==> config.mk <==
export PLATFORM = sky130hd
export DESIGN_NAME = systolic_tile_engine
export DESIGN_NICKNAME = d
export VERILOG_FILES = /design/src/rtl/systolic_tile_engine.sv
export SDC_FILE = /design/constraint.sdc
export NUM_CORES = 2
export LEC_CHECK = 0
export ABC_AREA = 1
export BUFFER_PORTS_ARGS = -buffer_cell sky130_fd_sc_hd__buf_2
export CORE_MARGIN = 5
export CORE_UTILIZATION = 55
export DETAILED_ROUTE_END_ITERATION = 16
export PLACE_DENSITY = 0.76
export SLEW_MARGIN = 20
export SYNTH_ARGS = -nofsm -noshare
export SYNTH_HDL_FRONTEND = slang
export SYNTH_SLANG_ARGS = --single-unit
==> constraint.sdc <==
create_clock -name clk -period 6.85 [get_ports clk]
set_input_delay 1.37 -clock clk [delete_from_list [all_inputs] [get_ports clk]]
set_output_delay 1.37 -clock clk [all_outputs]
set_load 0.02 [all_outputs]
==> src/rtl/systolic_tile_engine.sv <==
// Output-stationary N1xN2 systolic matmul tile. Unskewed A/B beats are skewed into a PE grid,
// accumulated over k_len beats, flushed through the wavefront, then drained one result row per beat.
module systolic_tile_engine #(
    parameter int D_W     = 8,
    parameter int D_W_ACC = 16,
    parameter int N1      = 4,
    parameter int N2      = 4,
    parameter int K_MAX   = 64,
    localparam int KW     = $clog2(K_MAX + 1),
    localparam int RW     = (N1 > 1) ? $clog2(N1) : 1
) (
    input  logic                  clk,
    input  logic                  rst,
    input  logic                  start,
    input  logic [KW-1:0]         k_len,
    input  logic                  acc_keep,
    input  logic                  in_valid,
    output logic                  in_ready,
    input  logic [N1*D_W-1:0]     a_data,
    input  logic [N2*D_W-1:0]     b_data,
    output logic                  d_valid,
    input  logic                  d_ready,
    output logic [N2*D_W_ACC-1:0] d_data,
    output logic [RW-1:0]         d_row,
    output logic                  d_last,
    output logic                  busy,
    output logic                  done
);
    localparam int FW = $clog2(N1 + N2);

    typedef enum logic [1:0] {IDLE, LOAD, FLUSH, DRAIN} state_t;

    state_t        state_q, state_d;
    logic [KW-1:0] k_q, k_d;
    logic [KW-1:0] cnt_q, cnt_d;
    logic [FW-1:0] fl_q, fl_d;
    logic [RW-1:0] row_q, row_d;
    logic          done_q, done_d;
    logic [KW-1:0] k_clamped;
    logic          beat_fire;
    logic          clear_acc;

    logic signed [D_W-1:0]     a_in   [N1];
    logic signed [D_W-1:0]     b_in   [N2];
    logic signed [D_W-1:0]     a_edge [N1];
    logic signed [D_W-1:0]     b_edge [N2];
    logic signed [D_W-1:0]     a_pe   [N1][N2];
    logic signed [D_W-1:0]     b_pe   [N1][N2];
    logic signed [D_W_ACC-1:0] acc_pe [N1][N2];

    assign k_clamped = (k_len > KW'(K_MAX)) ? KW'(K_MAX) : k_len;
    assign beat_fire = (state_q == LOAD) && in_valid;
    assign clear_acc = (state_q == IDLE) && start && !acc_keep;

    always_comb begin
        state_d = state_q;
        k_d     = k_q;
        cnt_d   = cnt_q;
        fl_d    = fl_q;
        row_d   = row_q;
        done_d  = 1'b0;
        case (state_q)
            IDLE: begin
                if (start) begin
                    k_d     = k_clamped;
                    cnt_d   = '0;
                    state_d = (k_clamped == '0) ? DRAIN : LOAD;
                end
            end
            LOAD: begin
                if (in_valid) begin
                    if (cnt_q + KW'(1) == k_q) begin
                        cnt_d   = '0;
                        fl_d    = '0;
                        state_d = FLUSH;
                    end else begin
                        cnt_d = cnt_q + KW'(1);
                    end
                end
            end
            FLUSH: begin
                // The last beat needs N1+N2-1 more edges to reach PE(N1-1,N2-1).
                if (fl_q == FW'(N1 + N2 - 2)) begin
                    fl_d    = '0;
                    state_d = DRAIN;
                end else begin
                    fl_d = fl_q + FW'(1);
                end
            end
            DRAIN: begin
                if (d_ready) begin
                    if (row_q == RW'(N1 - 1)) begin
                        row_d   = '0;
                        done_d  = 1'b1;
                        state_d = IDLE;
                    end else begin
                        row_d = row_q + RW'(1);
                    end
                end
            end
            default: state_d = IDLE;
        endcase
    end

    always_ff @(posedge clk) begin
        if (rst) begin
            state_q <= IDLE;
            k_q     <= '0;
            cnt_q   <= '0;
            fl_q    <= '0;
            row_q   <= '0;
            done_q  <= 1'b0;
        end else begin
            // NOTE: non-blocking assignments so every register samples pre-edge values.
            state_q <= state_d;
            k_q     <= k_d;
            cnt_q   <= cnt_d;
            fl_q    <= fl_d;
            row_q   <= row_d;
            done_q  <= done_d;
        end
    end

    // Bubbles and non-LOAD cycles feed zeros, so they never contribute to any accumulator.
    always_comb begin
        for (int i = 0; i < N1; i++) a_in[i] = beat_fire ? a_data[i*D_W +: D_W] : '0;
        for (int j = 0; j < N2; j++) b_in[j] = beat_fire ? b_data[j*D_W +: D_W] : '0;
    end

    for (genvar gi = 0; gi < N1; gi++) begin : g_a_skew
        if (gi == 0) begin : g_direct
            assign a_edge[gi] = a_in[gi];
        end else begin : g_delay
            logic signed [D_W-1:0] sk_q [gi];
            always_ff @(posedge clk) begin
                if (rst) begin
                    for (int d = 0; d < gi; d++) sk_q[d] <= '0;
                end else begin
                    sk_q[0] <= a_in[gi];
                    for (int d = 1; d < gi; d++) sk_q[d] <= sk_q[d-1];
                end
            end
            assign a_edge[gi] = sk_q[gi-1];
        end
    end

    for (genvar gj = 0; gj < N2; gj++) begin : g_b_skew
        if (gj == 0) begin : g_direct
            assign b_edge[gj] = b_in[gj];
        end else begin : g_delay
            logic signed [D_W-1:0] sk_q [gj];
            always_ff @(posedge clk) begin
                if (rst) begin
                    for (int d = 0; d < gj; d++) sk_q[d] <= '0;
                end else begin
                    sk_q[0] <= b_in[gj];
                    for (int d = 1; d < gj; d++) sk_q[d] <= sk_q[d-1];
                end
            end
            assign b_edge[gj] = sk_q[gj-1];
        end
    end

    for (genvar gi = 0; gi < N1; gi++) begin : g_row
        for (genvar gj = 0; gj < N2; gj++) begin : g_col
            logic signed [D_W-1:0]     a_q, b_q, a_src, b_src;
            logic signed [2*D_W-1:0]   prod;
            logic signed [D_W_ACC-1:0] acc_q;

            if (gj == 0) begin : g_a_first
                assign a_src = a_edge[gi];
            end else begin : g_a_fwd
                assign a_src = a_pe[gi][gj-1];
            end
            if (gi == 0) begin : g_b_first
                assign b_src = b_edge[gj];
            end else begin : g_b_fwd
                assign b_src = b_pe[gi-1][gj];
            end

            assign prod = a_q * b_q;

            // NOTE: the accumulator array is reset explicitly so an aborted job leaves no residue.
            always_ff @(posedge clk) begin
                if (rst) begin
                    a_q   <= '0;
                    b_q   <= '0;
                    acc_q <= '0;
                end else begin
                    a_q   <= a_src;
                    b_q   <= b_src;
                    acc_q <= clear_acc ? '0 : acc_q + D_W_ACC'(prod);
                end
            end

            assign a_pe[gi][gj]   = a_q;
            assign b_pe[gi][gj]   = b_q;
            assign acc_pe[gi][gj] = acc_q;
        end
    end

    always_comb begin
        d_data = '0;
        if (state_q == DRAIN) begin
            for (int j = 0; j < N2; j++) d_data[j*D_W_ACC +: D_W_ACC] = acc_pe[row_q][j];
        end
    end

    assign in_ready = (state_q == LOAD);
    assign d_valid  = (state_q == DRAIN);
    assign d_row    = row_q;
    assign d_last   = (state_q == DRAIN) && (row_q == RW'(N1 - 1));
    assign busy     = (state_q != IDLE);
    assign done     = done_q;

endmodule

### After elaboration in Yosys (flattened, before gate mapping)

Memories as Yosys holds them, arrays and structs flattened. A register that Yosys moved wholly into a read port is not among the register bits.
Cells that the tools add are included.

* register bits: 486
* bits in writable memories: 96
* input port bits: 77
* output and inout bits: 71
* logic and storage cells: 183
* memories: 6

* $add $sub $neg: 19
* multipliers: 16
* magnitude comparators: 2
* equal/unequal tests: 12
* multiplexer cells: 46
* bitwise operators: 14
* reductions and logical operators: 20

Memories
* g_a_skew[3].g_delay.sk_q: depth 3, width 8, rd ports 3, clocked after memory_dff 1, write ports 3, RTL line 134 `logic signed [D_W-1:0] sk_q [gi];`
* g_b_skew[3].g_delay.sk_q: depth 3, width 8, rd ports 3, clocked after memory_dff 1, write ports 3, RTL line 151 `logic signed [D_W-1:0] sk_q [gj];`
* g_a_skew[2].g_delay.sk_q: depth 2, width 8, rd ports 2, clocked after memory_dff 1, write ports 2, RTL line 134
* g_b_skew[2].g_delay.sk_q: depth 2, width 8, rd ports 2, clocked after memory_dff 1, write ports 2, RTL line 151
* g_a_skew[1].g_delay.sk_q: depth 1, width 8, rd ports 1, clocked after memory_dff 1, write ports 1, RTL line 134
* g_b_skew[1].g_delay.sk_q: depth 1, width 8, rd ports 1, clocked after memory_dff 1, write ports 1, RTL line 151

Operators by type and width (count)
* 16-bit adder: 16
* 8-bit by 8-bit multiplier with 16-bit output: 16
* 64-bit two-way mux: 3
* 8-bit two-way mux: 18
* 64-bit binary-select mux with 2-bit select: 1
* 7-bit two-way mux: 4
* 2-bit two-way mux: 8
* 8-bit OR reduction: 2
* 7-bit case mux with 2 select lines: 1
* 1-bit bitwise OR: 10
* 3-bit two-way mux: 3
* 2-bit case mux with 4 select lines: 1
* 7-bit by 1-bit adder with 7-bit output (second input constant): 1
* 7-bit == test: 1
* 7-bit > comparator (second input constant): 1
* 7-bit logical NOT: 1
* 2-bit == test (second input constant): 3
* 1-bit two-way mux: 6
* 2-bit by 1-bit inequality test with 1-bit output (second input constant): 3
* 2-bit inequality test (second input constant): 3
* 3-bit case mux with 2 select lines: 1
* 3-bit AND reduction: 2
* 6-bit AND reduction: 1
* 2-bit nonzero test: 3
* 13 further kinds: 20

### Depth between registers and ports, before layout

* depth in word-level cells: 6
* mapped depth: 22
* gate-level depth less buffers: 21

### Worst setup path before layout

Ideal clock, no wire load.

* path kind: register to register
* start point: reg g_row[1].g_col[2].b_q[0]
* end point: reg g_row[1].g_col[2].acc_q[14]
* library setup time: 0.070 ns
* data arrival time: 4.411 ns
* required time: 6.780 ns
* path slack: 2.370 ns
* stages on the path, launching flop included: 17
* path buffers: 1
* clock period less this slack: 4.480 ns
* cell sequence: dfxtp_1 -> clkbuf_1 -> nand2_1 -> inv_1 -> fa_1 -> fa_1 -> inv_1 -> fa_1 -> inv_1 -> fa_1 -> ha_1 -> ha_1 -> inv_1 -> nor4_1 -> nand2_1 -> a31o_2 -> a21oi_1

* longest elaborated chain between the ends: 2

RTL lines
* start, declared: RTL line 166 `logic signed [D_W-1:0] a_q, b_q, a_src, b_src;`
* start signal, assigned: RTL line 191 `b_q <= b_src;`
* 8-bit by 8-bit multiplier with 16-bit output: RTL line 181 `assign prod = a_q * b_q;`
* 16-bit adder: RTL line 192 `acc_q <= clear_acc ? '0 : acc_q + D_W_ACC'(prod);`
* end signal, assigned: RTL line 192
* end, declared: RTL line 168 `logic signed [D_W_ACC-1:0] acc_q;`

Every way passes these cells.
A chain may end at the register's enable or synchronous reset.

### Final worst setup path

* start point: reg g_row[3].g_col[3].a_q[7]
* end point: reg g_row[3].g_col[3].acc_q[12]

* longest elaborated chain between the ends: 2

RTL lines
* start, declared: RTL line 166
* start signal, assigned: RTL line 190 `a_q <= a_src;`
* 8-bit by 8-bit multiplier with 16-bit output: RTL line 181
* 16-bit adder: RTL line 192
* end signal, assigned: RTL line 192
* end, declared: RTL line 168

Every way passes these cells.

==> flow_summary.toml <==
[routing]
drt_iter0_drc = 3887
wl_per_cell_um = 16.2
wirelength_um = 162000
drc = 0
viasPerCell = 5.13
firstDrtPassIters = 6
via_count = 51300
ant_nets = 0

[status]
status = "finished clean"

[clock_tree]
post-cts-setup-buffers = 0
cts_hold_buf = 0
cts_buffers = 77
clk-insertion-delay-late_ps = 700
clk_pin_slew_ps = 60
cts_resized = 0
cts_tree = "done"
clock_sinks = 630
cts-root-buf = "clkbuf_16"
htreeDepth = 3
cts.path.max_buffers = 3

[synthesis]
synth-edff-count = 0
ys_warn_count = 0
synth-seq-area-share_pct = 18.5
postSynth.asyncResetShare_pct = 0
ys_types = 43
synth_ff_type = "dfxtp_1"
avgSynthCellArea_um2 = 8.09
ys_ff_latch = 630
syn_area_mm2 = 0.0681
syn_inst = 8416
syn_nets = 10200

[sta]
maxClockFrequency_mhz = 201
tns_ps = 0
slew_headroom_pct = 33.9
rsz0062_at_grt = "no"
finalCriticalPeriod_ps = 4980
hold_violations = 0
worst_pin_slew_ps = 991
hold_ws_ps = 378
period_share_pct = 72.7
skew_ps = 43.9
finalMaxSlewViolations = 0
final-setup-viol-count = 0

[die]
boundaryPins = 148
core_area_mm2 = 0.123
start_util_pct = 55.2
die_height_um = 362
die_w_um = 362
fp-row-count = 129
die_area_mm2 = 0.131

[setup_path]
crit_path_end = "g_row[3].g_col[3].acc_q[12]"
cp_data_required_time_ps = 7410
arrival_ps = 5540
rr_worst_depth = 16
critPathKind = "flop to flop"
crit_path_start = "g_row[3].g_col[3].a_q[7]"
r2r_start = "g_row[3].g_col[3].a_q[7]"
r2r_setup_slack_ps = 1870
worstReg2RegEnd = "g_row[3].g_col[3].acc_q[12]"
endpoint_kind = "flop"
cp_max_fo = 9
start_kind = "flop"

[global_route]
antenna_found_initial = 2
grt.total_usage_pct = 25.6
grt_start_max_net_pins = 134
grt-ovfl-total = 0
grt_pass1_vias = 54600
grt_pass1_wl_um = 273000

[layout]
final_common_cell = "inv_1"
syn_to_final_growth_pct = 6.11
drive_gt1_share_pct = 4.29
fin_nets = 10100
n_antenna_cell = 0
layout_common_cells = "2,295 x inv_1, 1,381 x nand2_1, 1,136 x fa_1"

[pwr]
vdd_drop_max_mv = 0.209
power.density_mw_per_mm2 = 125
p_leak_nw = 41.2

[placement]
post-dp-hpwl_um = 132000
port_buffers = 147
place_congestion = 0.933

[hold_path]
hold_class = "flop to flop"

[flow_run]
drv_cap = 0
-- sequential cells by signal, summed over array words and instances, names as in the netlist --
name	cells
g_b_skew.g_delay.sk_q	48
fl_q	3
g_row.g_col.a_q	128
g_a_skew.g_delay.sk_q	48
done	1
d_row	2
k_q	7
state_q	2
cnt_q	7
g_row.g_col.b_q	128
g_row.g_col.acc_q	256
-- logic make-up after synthesis --
kind of cell / Yosys count / share of synthesized area (%)
simple gates: 2475 / 14.4
flops: 630 / 18.5
compound gates: 757 / 5.98
xor+xnor: 149 / 1.92
fa+ha+maj: 1735 / 44.4
buf+inv: 2670 / 14.8
-- worst max-delay path, cell delays in order (launching register included) --
cell	delay [ps]
dfxtp_1	490
nand2_1	90
inv_1	340
fa_1	480
inv_1	90
fa_1	460
fa_1	540
fa_1	530
inv_1	60
fa_1	440
ha_1	350
a21oi_1	230
o21ai_0	180
a21oi_1	230
o21bai_1	110
o21ai_0	190
a21oi_1	60
-- Yosys cell counts, types with 44 or more instances --
cell type  number  area (µm²)
xor2_1         70         613
nand2_1      1381        5180
a21oi_1       376        1880
o21ai_0       259        1300
ha_1          599        7490
xnor2_1        79         692
dfxtp_1       630       12600
nand3_1       148         741
nor2_1        821        3080
fa_1         1136       22700
clkbuf_1      322        1210
inv_1        2298        8630
or2_2          44         275
-- worst min-delay path by stage --
stage | from | to | slack, ps | cells past startpoint
after detailed placement | g_b_skew[2].g_delay.sk_q[0][1] | g_b_skew[2].g_delay.sk_q[1][1] | 390 | 2
after CTS | g_b_skew[3].g_delay.sk_q[0][6] | g_b_skew[3].g_delay.sk_q[1][6] | 360 | 2
final | g_b_skew[3].g_delay.sk_q[0][6] | g_b_skew[3].g_delay.sk_q[1][6] | 380 | 2
after floorplan | g_a_skew[2].g_delay.sk_q[0][0] | g_a_skew[2].g_delay.sk_q[1][0] | 390 | 2
after global routing | g_b_skew[3].g_delay.sk_q[0][6] | g_b_skew[3].g_delay.sk_q[1][6] | 390 | 2
after global placement | g_b_skew[1].g_delay.sk_q[0][3] | g_row[0].g_col[1].b_q[3] | 390 | 2
-- cell type report --
type | count | area [µm²]
fillers | 10700 | 51100
multi-input cells | 5116 | 45400
flip-flops and latches | 630 | 12600
inverters | 2312 | 8680
clock buffers | 97 | 2090
well taps | 1637 | 2050
repair buffers | 162 | 871
clock inverters | 43 | 532
-- per-stage QoR --
| step | cell area, µm² | utilization (%) | worst slack, ps | instances | total power, mW |
|---|---|---|---|---|---|
| floorplan | 68100 | - | 2370 | 8416 | 4.52 |
| global placement | 69600 | 56.5 | 2090 | 9857 | 4.81 |
| detailed placement | 69600 | 56.5 | 1970 | 9857 | 4.83 |
| CTS | 72300 | 58.6 | 1900 | 9997 | 9.14 |
| global route | 72300 | 58.6 | 1510 | 9997 | 9.40 |
| finish | 72300 | 58.6 | 1870 | 9997 | 9.05 |
-- routing by layer --
layer	part of all wire (%)	up-vias	global-route usage [%]	routed length, µm
met5	0.0080	-	0	13
met4	3.3	2	8.44	5290
met3	7.0	346	3.96	11300
met2	47	1638	43.0	76500
met1	43	25100	34.1	68800
li1	-	24200	-	-
-- power by group --
| group | internal (mW) | switching, mW | leakage [nW] |
|---|---|---|---|
| clock network | 2.47 | 1.82 | 1.27 |
| logic | 0.262 | 0.630 | 34.9 |
| registers | 3.75 | 0.120 | 5.08 |
(Power assumes the default switching activity.)
